===== config.mk =====
export PLATFORM = sky130hd
export DESIGN_NAME = cic_decim
export DESIGN_NICKNAME = d
export VERILOG_FILES = /design/src/rtl/cic_pkg.sv /design/src/rtl/cic_comb_stage.sv /design/src/rtl/cic_decim.sv
export SDC_FILE = /design/constraint.sdc
export NUM_CORES = 1
export LEC_CHECK = 0
export ABC_AREA = 1
export BUFFER_PORTS_ARGS = -buffer_cell sky130_fd_sc_hd__buf_2
export CAP_MARGIN = 20
export CORE_UTILIZATION = 50
export DETAILED_ROUTE_END_ITERATION = 6
export PLACE_DENSITY = 0.66
export REMOVE_ABC_BUFFERS = 1
export SLEW_MARGIN = 10
export SYNTH_ARGS = -nofsm -noshare
export SYNTH_HDL_FRONTEND = slang
export SYNTH_HIERARCHICAL = 1
export SYNTH_SLANG_ARGS = --single-unit

===== constraint.sdc =====
create_clock -name clock -period 4.6 [get_ports clock]
set_input_delay 0.23 -clock clock [delete_from_list [all_inputs] [get_ports clock]]
set_output_delay 0.23 -clock clock [all_outputs]
set_load 0.02 [all_outputs]

===== src/rtl/cic_pkg.sv =====
// Shared constants and elaboration-time helpers for the CIC decimator.
package cic_pkg;

    localparam int unsigned DECIM_DEF = 25;
    localparam int unsigned ORDER_DEF = 3;
    localparam int unsigned OUT_W_DEF = 8;
    localparam int unsigned SHIFT_DEF = 7;

    // Smallest r with 2**r >= v.
    function automatic int unsigned clog2(input longint unsigned v);
        int unsigned    r;
        longint unsigned p;
        r = 0;
        p = 1;
        while (p < v) begin
            p = p << 1;
            r = r + 1;
        end
        return r;
    endfunction

    // 2 + ceil(order*log2(decim)), evaluated exactly as 2 + clog2(decim**order).
    function automatic int unsigned cic_reg_w(input int unsigned decim, input int unsigned order);
        longint unsigned gain;
        gain = 1;
        for (int unsigned i = 0; i < order; i++) begin
            gain = gain * longint'(decim);
        end
        return 2 + clog2(gain);
    endfunction

endpackage


===== src/rtl/cic_comb_stage.sv =====
// One CIC comb section: dout = din - din(previous tick), delay updated on tick.
module cic_comb_stage #(
    parameter int unsigned REG_W = 16
) (
    input  logic             clock,
    input  logic             reset,
    input  logic             tick,
    input  logic [REG_W-1:0] din,
    output logic [REG_W-1:0] dout
);

    logic [REG_W-1:0] dly;

    always_ff @(posedge clock) begin
        if (reset) begin
            dly <= '0;
        end else if (tick) begin
            dly <= din;
        end
    end

    // Modulo-2^REG_W difference; signedness is irrelevant for wrap-around arithmetic.
    assign dout = din - dly;

endmodule


===== src/rtl/cic_decim.sv =====
// Sinc^ORDER decimator: 1-bit bitstream in, saturated OUT_W-bit PCM out every DECIM enabled clocks.
module cic_decim
    import cic_pkg::*;
#(
    parameter int unsigned DECIM = DECIM_DEF,
    parameter int unsigned ORDER = ORDER_DEF,
    parameter int unsigned OUT_W = OUT_W_DEF,
    parameter int unsigned SHIFT = SHIFT_DEF
) (
    input  logic             clock,
    input  logic             reset,
    input  logic             bit_in,
    input  logic             bit_en,
    output logic [OUT_W-1:0] pcm_o,
    output logic             pcm_valid,
    output logic             sat_o
);

    localparam int unsigned REG_W = cic_reg_w(DECIM, ORDER);
    localparam int unsigned CNT_W = clog2(longint'(DECIM));
    localparam logic [CNT_W-1:0] PHASE_LAST = CNT_W'(DECIM - 1);
    localparam logic signed [REG_W-1:0] Y_MAX = REG_W'((longint'(1) << (OUT_W - 1)) - 1);
    localparam logic signed [REG_W-1:0] Y_MIN = REG_W'(-(longint'(1) << (OUT_W - 1)));

    if (DECIM < 2 || ORDER < 1 || ORDER > 5 || REG_W > 32 || OUT_W > REG_W) begin : g_param_check
        $error("cic_decim: illegal parameter combination");
    end

    logic [REG_W-1:0] x_c;
    logic [REG_W-1:0] tap  [ORDER+1];
    logic [REG_W-1:0] comb [ORDER+1];
    logic [CNT_W-1:0] phase;
    logic             tick_c;
    logic signed [REG_W-1:0] y_c;

    // +1 for a one bit, -1 (all ones) for a zero bit.
    assign x_c    = bit_in ? REG_W'(1) : {REG_W{1'b1}};
    assign tap[0] = x_c;

    for (genvar k = 0; k < ORDER; k++) begin : g_integ
        logic [REG_W-1:0] acc;

        always_ff @(posedge clock) begin
            if (reset) begin
                acc <= '0;
            end else if (bit_en) begin
                acc <= acc + tap[k];
            end
        end

        assign tap[k+1] = acc;
    end

    // Decimation phase; only enabled input cycles count toward a frame.
    always_ff @(posedge clock) begin
        if (reset) begin
            phase <= '0;
        end else if (bit_en) begin
            phase <= (phase == PHASE_LAST) ? '0 : phase + CNT_W'(1);
        end
    end

    assign tick_c  = bit_en && (phase == PHASE_LAST);
    assign comb[0] = tap[ORDER];

    for (genvar k = 0; k < ORDER; k++) begin : g_comb
        cic_comb_stage #(
            .REG_W (REG_W)
        ) u_comb (
            .clock (clock),
            .reset (reset),
            .tick  (tick_c),
            .din   (comb[k]),
            .dout  (comb[k+1])
        );
    end

    assign y_c = $signed(comb[ORDER]) >>> SHIFT;

    // Scale and clip the comb result into the output register on the tick edge.
    always_ff @(posedge clock) begin
        if (reset) begin
            pcm_o     <= '0;
            pcm_valid <= 1'b0;
            sat_o     <= 1'b0;
        end else begin
            pcm_valid <= tick_c;
            if (tick_c) begin
                if (y_c > Y_MAX) begin
                    pcm_o <= OUT_W'(Y_MAX);
                    sat_o <= 1'b1;
                end else if (y_c < Y_MIN) begin
                    pcm_o <= OUT_W'(Y_MIN);
                    sat_o <= 1'b1;
                end else begin
                    pcm_o <= y_c[OUT_W-1:0];
                    sat_o <= 1'b0;
                end
            end
        end
    end

endmodule

# == After elaboration in Yosys (flattened, before gate mapping) ==
# Index checks and enable logic that the tools add are counted.
# totals
reg_bits,111
in_bits,4
# op_classes
add_sub_neg,7
magnitude_cmp,2
n_eq_ne,1
mux,6
reduce_logical,1
# op_table
op,n
$add A16 B16 Y16,3
$sub A16 B16 Y16,3
$mux W16,1
$mux W8,2
$gt A9 B8 Y1 const B,1
$lt A9 B8 Y1 const B,1
$add A5 B1 Y5 const B,1
$eq A5 B5 Y1 const B,1
$mux W5,1
$mux W1,2
$logic_and A1 B1 Y1,1

# == Logic depth before layout (Yosys ltp) ==
# depth
depth_word,6
mapped_depth,34
depth_no_buf,34

# == Cells and area by module ==
# The synthesis kept the hierarchy.
# modules_own_cells
mod,instances,cells_each,area_each_um2,seq_area_each_um2
cic_decim,1,874,5151.2,1261.2
cic_comb_stage at g_comb[0].u_comb ...,2,250,1496.4,320.3
cic_comb_stage at g_comb[1].u_comb,1,250,1516.5,320.3

# == Least setup slack after synthesis ==
# OpenSTA, ideal clock, no wires.
# synth_path
path_type,flip-flop to flip-flop
startpoint,reg g_integ[2].acc[0]
endpoint,reg pcm_o[1]
arrival_time_ns,3.804
t_required_ns,4.524
path_slack_ns,0.720
path_stages_with_launch,31
path_buffers,0
synth_period_minus_slack_ns,3.880
cell_sequence,dfxtp_1 -> inv_1 -> ha_1 -> fa_1 -> inv_1 -> nand3_1 -> nand3_1 -> nand3_1 -> nand4_1 -> nand2_1 -> ha_1 -> nand2_1 -> inv_1 -> nand2_1 -> nand2_1 -> a21oi_1 -> nand2_1 -> nand2_1 -> nand2_1 -> ha_1 -> nand2_1 -> inv_1 -> nand2_1 -> nand2_1 -> a21oi_1 -> nand3_1 -> nand2_1 -> inv_1 -> nor2_1 -> o21ai_0 -> o21ai_0
# synth_lines
element,line,text
from (decl),cic_decim.sv:41,logic [REG_W-1:0] acc;
from (signal assigned),cic_decim.sv:47,acc <= acc + tap[k];
to (signal assigned),cic_decim.sv:90,pcm_o <= OUT_W'(Y_MAX);
to (signal assigned),cic_decim.sv:93,pcm_o <= OUT_W'(Y_MIN);
to (signal assigned),cic_decim.sv:96,pcm_o <= y_c[OUT_W-1:0];
to (decl),cic_decim.sv:14,"output logic [OUT_W-1:0] pcm_o,"

==> flow_metrics.tcl <==
set metrics [dict create \
    p_clk_frac 0.185 \
    endpoint_kind "register" \
    synth_area_per_cell_um2 5.944 \
    fillers 1951 \
    arrival_ps 4420 \
    max_slew_margin 0.3219 \
    cts_tree "done" \
    drive_above_1_share 0.05603 \
    period_minus_slack_ps 4128 \
    pin_count 14 \
    layout_worst_path_cycle_share 0.8974 \
    hold_buffers 0 \
    grt_util_all_layers 0.2367 \
    antenna_found_initial 0 \
    grt.overflow.total 0 \
    clk_latency_ps 370 \
    worst-path-stages 29 \
    grt_pass1_vias 8217 \
    hold_violations 0 \
    preCtsSetupSlack_ps 226.2 \
    placeableCoreArea_um2 18770 \
    wl_um 22480 \
    fp.dieH_um 140.6 \
    max_freq_mhz 242.3 \
    syn_inst 1616 \
    synth_area_um2 9605 \
    initial_core_util 0.5118 \
    grt_max_degree 86 \
    max_stage_delay_ps 410 \
    drt_first_pass_iters 4 \
    cp-start-kind "register" \
    cts_made_buffers 9 \
    clockRootBuffer "clkbuf_16" \
    die_x_um 140.6 \
    via_per_inst 4.905 \
    synth_warnings 6 \
    p_leak_nw 5.917 \
    outcome "completed" \
    hpwl_um 17410 \
    critPathCapture "pcm_o[6]" \
    rr_startpoint "g_integ[2].acc[6]" \
    tightest_slew_ps 1017 \
    p_per_area_nw_per_um2 435.3 \
    rrSetupSlack_ps 470 \
    path_clk_slew_ps 90 \
    ff2ff_path_depth 29 \
    hp-class "primary input to register" \
    crit_required_ps 4890 \
    skew_ps 14.50 \
    globalplace.congestion 0.8678 \
    power_switching_w 0.002124 \
    routed-via-count 9114 \
    slowest_stage "ha_1" \
    tns_ps 0 \
    crit_fanout 8 \
    p_sw_frac 0.4743 \
    setup_viol 0 \
    ir_drop_mv 0.2043 \
    maxCapViolCount 0 \
    final.setup.worst_slack_ps 472.1 \
    drtIter0Drc 406 \
    final_max_slew_viol_count 0 \
    cp_num_buf_inv 4 \
    hold-worst-slack_ps 257.2 \
    io_buffers 13 \
    rsz0062_at_grt "no" \
    startpoint "g_integ[2].acc[6]" \
    diodes 0 \
    htreeDepth 3 \
    nets 1720 \
    dieArea_um2 19770 \
    cp_top_family "simple AND/OR/NAND/NOR gates" \
    rows 50 \
    wl_per_cell_um 12.10 \
    drc 0 \
    p_seq_frac 0.238 \
    ant_nets 0 \
    numClockSinks 111 \
    path_common_cell "nand2_1" \
    clockBufferDepth 2 \
    worstReg2RegEnd "pcm_o[6]" \
    critical_path_class "register to register" \
    utilization 0.5481 \
    internal_power_w 0.002354 \
    areaGrowthSynthToFinish_pct 7.086 \
    grt_pass1_wl_um 37950 \
    combPwrFrac 0.577 \
]
-- metrics by stage --
step	instance area (um2)	cells	total power, W
2_1_floorplan	9455	1587	0.002972
3_3_place_gp	9851	1839	0.003511
3_5_place_dp	9851	1839	0.003515
4_1_cts	10150	1855	0.004372
5_1_grt	10290	1858	0.004940
6_report	10290	1858	0.004478
-- flip-flops by register name, summed over array words and instances, names as in the netlist --
name and flops:
g_comb.u_comb/dly 48, g_integ.acc 48, pcm_o 8, phase 5
pcm_valid 1, sat_o 1
-- worst min-delay path by stage --
stage / slack (ps) / to / from / cells after the start
after floorplan: 300 / g_comb[0].u_comb/dly[15] / reset / 1
after global placement: 450 / g_comb[2].u_comb/dly[9] / g_comb[2].u_comb/dly[9] / 2
after detailed placement: 460 / g_comb[1].u_comb/dly[6] / g_comb[1].u_comb/dly[6] / 2
after CTS: 250 / g_integ[0].acc[1] / bit_in / 3
after global routing: 240 / g_integ[0].acc[1] / bit_in / 3
final: 260 / g_integ[0].acc[1] / bit_in / 3
-- per-layer routing --
metal / vias up / share of wire / global-route usage
li1: 4995 / - / -
met1: 4018 / 0.50 / 0.3141
met2: 78 / 0.46 / 0.4032
met3: 23 / 0.021 / 0.03091
met4: 0 / 0.017 / 0.06407
met5: - / 0 / 0
-- tightest hold or removal path, cell delays in order --
cell	delay, ps
buf_2	130
fa_1	170
a21oi_1	60
-- repair_timing --
action / in CTS / in global routing
setup endpoints to repair: 0 / 8
resized for setup: 0 / 24
buffers inserted: 0 / 3
-- layout by cell type, fill, tap and decap left out, types with 4 or more instances in the layout --
master / count
a211oi_1: 45
a21oi_1: 60
a21oi_2: 5
buf_2: 13
buf_4: 8
clkbuf_16: 9
dfxtp_1: 111
fa_1: 5
ha_1: 83
ha_2: 4
ha_4: 4
inv_1: 333
inv_2: 10
inv_6: 4
nand2_1: 487
nand2_2: 17
nand3_1: 111
nand4_1: 11
nor2_1: 188
nor3_1: 16
nor3_2: 4
o211ai_1: 5
o21ai_0: 31
or2_1: 5
xnor2_1: 13
xor2_1: 23
-- power by group through the flow --
stage	Clock, W	Sequential (W)	Combinational, W
floorplan	0	0.00106	0.00191
global placement	0	0.00109	0.00242
detailed placement	0	0.00109	0.00243
CTS	0.000858	0.00107	0.00245
global route	0.000894	0.00107	0.00297
finish	0.000828	0.00107	0.00258
-- area by class of cell --
cell class,instances,area (um2),share of cell area
clock buffer,9,225.2,0.02190
multi-input combinational,1132,6051,0.5883
sequential,111,2222,0.2160
timing repair buffer,21,125.1,0.01216
clock inverter,7,78.83,0.007663
tap,234,292.8,0.02846
inverter,344,1291,0.1255
(Power assumes the default switching activity.)
